`src/rtl/sd_decim_cic3_if.sv`:
```
// Bitstream input strobe plus decimated-word output handshake for sd_decim_cic3.
interface sd_decim_cic3_if #(
   parameter int DOUT_W = 16
);
   logic              sd_en;
   logic              sd_in;
   logic [DOUT_W-1:0] dout;
   logic              dout_valid;
   logic              dout_ready;
   logic              overrun;

   modport master (
      input  sd_en, sd_in, dout_ready,
      output dout, dout_valid, overrun
   );

   modport slave (
      output sd_en, sd_in, dout_ready,
      input  dout, dout_valid, overrun
   );
endinterface

```
`src/rtl/sd_decim_cic3.sv`:
```
// Sinc3 CIC decimator: 1-bit sigma-delta stream -> 16-bit unsigned words, R = 2**DECIM_LOG2.
// Optional macro SD_DECIM_WARMUP_EN suppresses the first 3 (transient) words after reset.
module sd_decim_cic3 #(
   parameter int DECIM_LOG2 = 6,
   parameter int DOUT_W     = 16
) (
   input  logic             clk,
   input  logic             rst_sd,
   sd_decim_cic3_if.master  bus
);
   localparam int ACC_W = 3*DECIM_LOG2 + 1;
   localparam int SHIFT = 3*DECIM_LOG2 - 16;
   localparam int W_W   = ACC_W - SHIFT;

   logic [DECIM_LOG2-1:0] cnt_reg;
   logic [ACC_W-1:0]      integ [3];
   logic [ACC_W-1:0]      comb  [3];
   logic [W_W-1:0]        w;
   logic [DOUT_W-1:0]     w_sat;
   logic                  tick;
   logic                  present;
   logic                  load;

   assign tick = bus.sd_en && (cnt_reg == '1);

   always_ff @(posedge clk or posedge rst_sd) begin
      if (rst_sd) begin
         cnt_reg <= '0;
      end else if (bus.sd_en) begin
         cnt_reg <= cnt_reg + 1'b1;
      end
   end

   genvar gi;
   generate
      for (gi = 0; gi < 3; gi++) begin : g_int
         logic [ACC_W-1:0] acc_reg;
         logic [ACC_W-1:0] add_in;
         if (gi == 0) begin : g_first
            assign add_in = {{(ACC_W-1){1'b0}}, bus.sd_in};
         end else begin : g_chain
            assign add_in = integ[gi-1];
         end
         always_ff @(posedge clk or posedge rst_sd) begin
            if (rst_sd) begin
               acc_reg <= '0;
            end else if (bus.sd_en) begin
               acc_reg <= acc_reg + add_in;
            end
         end
         assign integ[gi] = acc_reg;
      end

      // Comb stages run at the decimated rate; each delay captures its own stage input.
      for (gi = 0; gi < 3; gi++) begin : g_comb
         logic [ACC_W-1:0] dly_reg;
         logic [ACC_W-1:0] comb_in;
         if (gi == 0) begin : g_first
            assign comb_in = integ[2];
         end else begin : g_chain
            assign comb_in = comb[gi-1];
         end
         always_ff @(posedge clk or posedge rst_sd) begin
            if (rst_sd) begin
               dly_reg <= '0;
            end else if (tick) begin
               dly_reg <= comb_in;
            end
         end
         assign comb[gi] = comb_in - dly_reg;
      end
   endgenerate

   // Full-scale ones input gives exactly 2**16 after the shift, so clamp to 65535.
   assign w     = comb[2][ACC_W-1:SHIFT];
   assign w_sat = w[W_W-1] ? '1 : w[DOUT_W-1:0];

`ifdef SD_DECIM_WARMUP_EN
   logic [1:0] warm_reg;

   always_ff @(posedge clk or posedge rst_sd) begin
      if (rst_sd) begin
         warm_reg <= 2'd0;
      end else if (tick && (warm_reg != 2'd3)) begin
         warm_reg <= warm_reg + 2'd1;
      end
   end

   assign present = (warm_reg == 2'd3);
`else
   assign present = 1'b1;
`endif

   assign load = tick && present;

   always_ff @(posedge clk or posedge rst_sd) begin
      if (rst_sd) begin
         bus.dout       <= '0;
         bus.dout_valid <= 1'b0;
         bus.overrun    <= 1'b0;
      end else begin
         if (load) begin
            bus.dout       <= w_sat;
            bus.dout_valid <= 1'b1;
            if (bus.dout_valid && !bus.dout_ready) begin
               bus.overrun <= 1'b1;
            end
         end else if (bus.dout_valid && bus.dout_ready) begin
            bus.dout_valid <= 1'b0;
         end
      end
   end
endmodule

```
`src/flat_wrapper.sv`:
```
// flat-port wrapper written by rule: the top's interface ports become plain ports
module sd_decim_cic3_flat 
#(
   parameter int DECIM_LOG2 = 6,
   parameter int DOUT_W     = 16
)
  (clk, rst_sd, bus_sd_en, bus_sd_in, bus_dout_ready, bus_dout, bus_dout_valid, bus_overrun);
  sd_decim_cic3_if #(.DOUT_W(DOUT_W)) bus_i ();
  input  logic clk;
  input  logic rst_sd;
  input wire logic [$bits(bus_i.sd_en)-1:0] bus_sd_en;
  input wire logic [$bits(bus_i.sd_in)-1:0] bus_sd_in;
  input wire logic [$bits(bus_i.dout_ready)-1:0] bus_dout_ready;
  output wire logic [$bits(bus_i.dout)-1:0] bus_dout;
  output wire logic [$bits(bus_i.dout_valid)-1:0] bus_dout_valid;
  output wire logic [$bits(bus_i.overrun)-1:0] bus_overrun;
  assign bus_i.sd_en = bus_sd_en;
  assign bus_i.sd_in = bus_sd_in;
  assign bus_i.dout_ready = bus_dout_ready;
  assign bus_dout = bus_i.dout;
  assign bus_dout_valid = bus_i.dout_valid;
  assign bus_overrun = bus_i.overrun;
  sd_decim_cic3 #(.DECIM_LOG2(DECIM_LOG2), .DOUT_W(DOUT_W)) u_core (.clk(clk), .rst_sd(rst_sd), .bus(bus_i));
endmodule
```
`config.mk`:
```
export PLATFORM = sky130hd
export DESIGN_NAME = sd_decim_cic3_flat
export DESIGN_NICKNAME = d
export VERILOG_FILES = /design/src/rtl/sd_decim_cic3_if.sv /design/src/rtl/sd_decim_cic3.sv /design/src/flat_wrapper.sv
export SDC_FILE = /design/constraint.sdc
export NUM_CORES = 1
export LEC_CHECK = 0
export BUFFER_PORTS_ARGS = -buffer_cell sky130_fd_sc_hd__buf_4
export CAP_MARGIN = 20
export CORE_ASPECT_RATIO = 1.5
export CORE_MARGIN = 2
export CORE_UTILIZATION = 45
export DETAILED_ROUTE_END_ITERATION = 7
export SYNTH_ARGS = -nofsm -noshare
export SYNTH_HDL_FRONTEND = slang
export SYNTH_SLANG_ARGS = --single-unit
export TNS_END_PERCENT = 1
```
`constraint.sdc`:
```
create_clock -name clk -period 8.5 [get_ports clk]
set_input_delay 0.85 -clock clk [delete_from_list [all_inputs] [get_ports clk]]
set_output_delay 0.85 -clock clk [all_outputs]
set_load 0.05 [all_outputs]
```
==> impl_metrics.env <==
export IMPL_status="finished, final reports clean"
export IMPL_ys_types=64
export IMPL_slowest_stage="xnor3_2"
export IMPL_cts_resized=0
export IMPL_clkTransAtPathRegs_ps=60
export IMPL_worstSetupEndpointType="flop"
export IMPL_wl_met3_um=288
export IMPL_post_cts_setup_buffers=0
export IMPL_antenna_found_initial=0
export IMPL_syn_area_mm2=0.009236
export IMPL_max_cap_violations=0
export IMPL_ant_nets=0
export IMPL_crit_type="flop to flop"
export IMPL_worstPathArrival_ps=6060
export IMPL_setup_tns_ps=0
export IMPL_crit_chain="ha_1 > nor2b_1 > o21ai_0 > a21boi_0 > o21ai_0 > a21oi_1 > a21o_1 > a21oi_1 > xnor2_1 > ha_1 > and3_1 > a211o_1 > a21oi_1 > inv_1 > a21oi_1 > xnor2_1 > ha_1 > and3_1 > o211ai_1 > nand2_1 > o41ai_2 > o311ai_0 > xnor3_2 > a31oi_1"
export IMPL_num_io_pins=23
export IMPL_initial_core_util_pct=45.59
export IMPL_fin_crit_ps=5811
export IMPL_vias=6806
export IMPL_num_antenna_cells=0
export IMPL_drt_met1_wl_um=7141
export IMPL_setup_violations=0
export IMPL_timing_worst_slew_pin_value_ps=1042
export IMPL_synth_sequential_area_ratio_pct=37.39
export IMPL_synth_seq_cells=138
export IMPL_routed_wl_um=16940
export IMPL_max_slew_margin_pct=28.72
export IMPL_syn_area_per_cell_um2=9.163
export IMPL_root_buffer="clkbuf_16"
export IMPL_drt_iter0_drc=246
export IMPL_start_kind="flop"
export IMPL_hpwl_um=12470
export IMPL_core_area_mm2=0.02026
export IMPL_htree_levels=4
export IMPL_drive_above_1_share_pct=10.76
export IMPL_die_area_mm2=0.02171
export IMPL_grt_usage_pct=16.53
export IMPL_hp_class="flop to flop"
export IMPL_fin_crit_sh_pct=68.36
export IMPL_synth_edf_count=0
export IMPL_synth_flop_cell="dfrtp_1"
export IMPL_highest_layer="met4"
export IMPL_cts_buffers=17
export IMPL_fmax_mhz=172.1
export IMPL_row_count=64
export IMPL_die_h_um=179.5
export IMPL_clock_latency_ps=420
export IMPL_place_congestion=0.8118
export IMPL_fin_skew_ps=9.010
export IMPL_crit_top_cell="a21oi_1"
export IMPL_numClockSinks=138
export IMPL_path_delay_family="compound AO/OA/AOI/OAI gates"
export IMPL_dr_pass1_iters=4
export IMPL_rsz0062_at_grt="no"
export IMPL_crit_required_ps=8750
export IMPL_io_buffers=22
export IMPL_stdcell_area_mm2=0.01027
export IMPL_place_area_mm2=0.009663
export IMPL_largest_reg_flops=57
export IMPL_yosysWarnings=0
export IMPL_wl_met2_um=9062
export IMPL_path_max_fanout=16
export IMPL_crit_buf_inv=1
export IMPL_drc=0
export IMPL_nNetsFinal=1129
export IMPL_via_per_inst=5.215
export IMPL_dp_slack_ps=2647
export IMPL_syn_inst=1008
export IMPL_clockBufferDepth=2
export IMPL_slowest_delay_ps=480
export IMPL_finalHoldViolCount=0
export IMPL_setup_slack_ps=2689
export IMPL_die_w_um=121.0
export IMPL_cts_tree="built"
export IMPL_grt_max_degree=90
export IMPL_overflow=0
export IMPL_syn_to_final_growth_pct=11.15
export IMPL_grt_pass1_wl_um=29630
export IMPL_wl_per_cell_um=12.98
export IMPL_async_flop_share_pct=100.0
export IMPL_grt_pass1_vias=6788
export IMPL_synth_nets=1109
export IMPL_drv_slew=0
export IMPL_cts_hold_buffers=0
[final timing paths]
check                                                   startpoint  slack (ps)  cells after the start                                       end
hold reg to reg                     u_core.bus.overrun$_DFFE_PP0P_         470                      2            u_core.bus.overrun$_DFFE_PP0P_
hold / removal                      u_core.bus.overrun$_DFFE_PP0P_         470                      2            u_core.bus.overrun$_DFFE_PP0P_
setup reg to reg           u_core.g_comb[0].comb_in[1]$_DFFE_PP0P_        2690                     24            u_core.bus.dout[3]$_DFFE_PP0P_
setup / recovery           u_core.g_comb[0].comb_in[1]$_DFFE_PP0P_        2690                     24            u_core.bus.dout[3]$_DFFE_PP0P_
max in group asynchronous                                   rst_sd        6610                      3  u_core.g_comb[0].dly_reg[17]$_DFFE_PP0P_
min in group asynchronous                                   rst_sd         500                      2   u_core.g_comb[1].dly_reg[1]$_DFFE_PP0P_
[cell usage in the layout (no fill, tap or decap), drive strengths merged, types with 3 or more instances in the layout]
master / count
and2: 3
nand2b: 8
o21bai: 3
clkbuf: 21
o21ai: 81
a41oi: 3
nand3: 19
a2111oi: 3
or3: 5
ha: 92
fa: 4
nor2: 83
nand2: 100
dfrtp: 138
nor3: 18
nor2b: 15
xnor2: 66
and4: 4
a211oi: 6
o21a: 9
mux2: 35
a21o: 21
a21boi: 5
inv: 95
nand4: 7
or2: 4
buf: 24
o31ai: 9
xor2: 26
a21oi: 55
nand3b: 3
nor3b: 3
o211ai: 9
and3: 15
a31oi: 21
[metrics by stage]
step / hold slack, ps / utilization (%) / cells
floorplan: 448.5 / - / 1008
global placement: 454.7 / 47.70 / 1273
detailed placement: 461.5 / 47.70 / 1273
CTS: 480.1 / 50.67 / 1305
global route: 505.1 / 50.67 / 1305
finish: 473.1 / 50.67 / 1305
[metal layers]
metal  GRT usage, %  up-vias
li1               -     3544
met1          17.28     3174
met2          31.48       61
met3          2.824       27
met4          7.302        0
met5              0        -
[area by class of cell]
type | count | area (um2)
clock buffers | 21 | 470.5
clock inverters | 11 | 132.6
fillers | 1895 | 9993
inverters | 90 | 342.8
multi-input cells | 757 | 5356
flip-flops and latches | 138 | 3453
well taps | 264 | 330.3
repair buffers | 24 | 180.2
[synthesized netlist by cell type (4+ instances only)]
master / number / area [um2]
or3_1: 5 / 31.28
and3_1: 15 / 93.84
nand2b_1: 8 / 50.05
nand4_1: 6 / 37.54
or2_2: 4 / 25.02
nand3_1: 19 / 95.09
a21o_1: 21 / 157.7
a211oi_1: 6 / 45.04
nor2b_1: 14 / 87.58
and4_1: 4 / 35.03
a21boi_0: 4 / 30.03
xnor2_1: 65 / 569.3
xor2_1: 26 / 227.7
a31oi_1: 21 / 131.4
fa_1: 4 / 80.08
a21oi_1: 54 / 270.3
o21a_1: 9 / 67.56
nor2_1: 83 / 311.6
mux2_2: 35 / 394.1
inv_1: 90 / 337.8
o211ai_1: 9 / 67.56
dfrtp_1: 138 / 3453
o31ai_1: 8 / 60.06
nor3_1: 17 / 85.08
clkbuf_1: 21 / 78.83
ha_1: 92 / 1151
nand2_1: 100 / 375.4
o21ai_0: 79 / 395.4
[worst min-delay path, delay by kind of cell, from the launching register on]
| kind | cells | cell delay [ps] |
|---|---|---|
| buf+inv | 1 | 40 |
| compound gates | 1 | 50 |
| flops | 1 | 350 |
[cells by family after synthesis]
group           count (synthesis)  share of synthesized area, %
compound gates                243                         16.64
xor+xnor                       93                         9.063
fa+ha+maj                      96                         13.33
buf+inv                       113                         4.673
flops                         138                         37.39
mux                            36                         4.376
simple gates                  289                         14.54
Power is not shown: default switching activity piles up to over one toggle a cycle in this logic, so the estimate is an artifact.
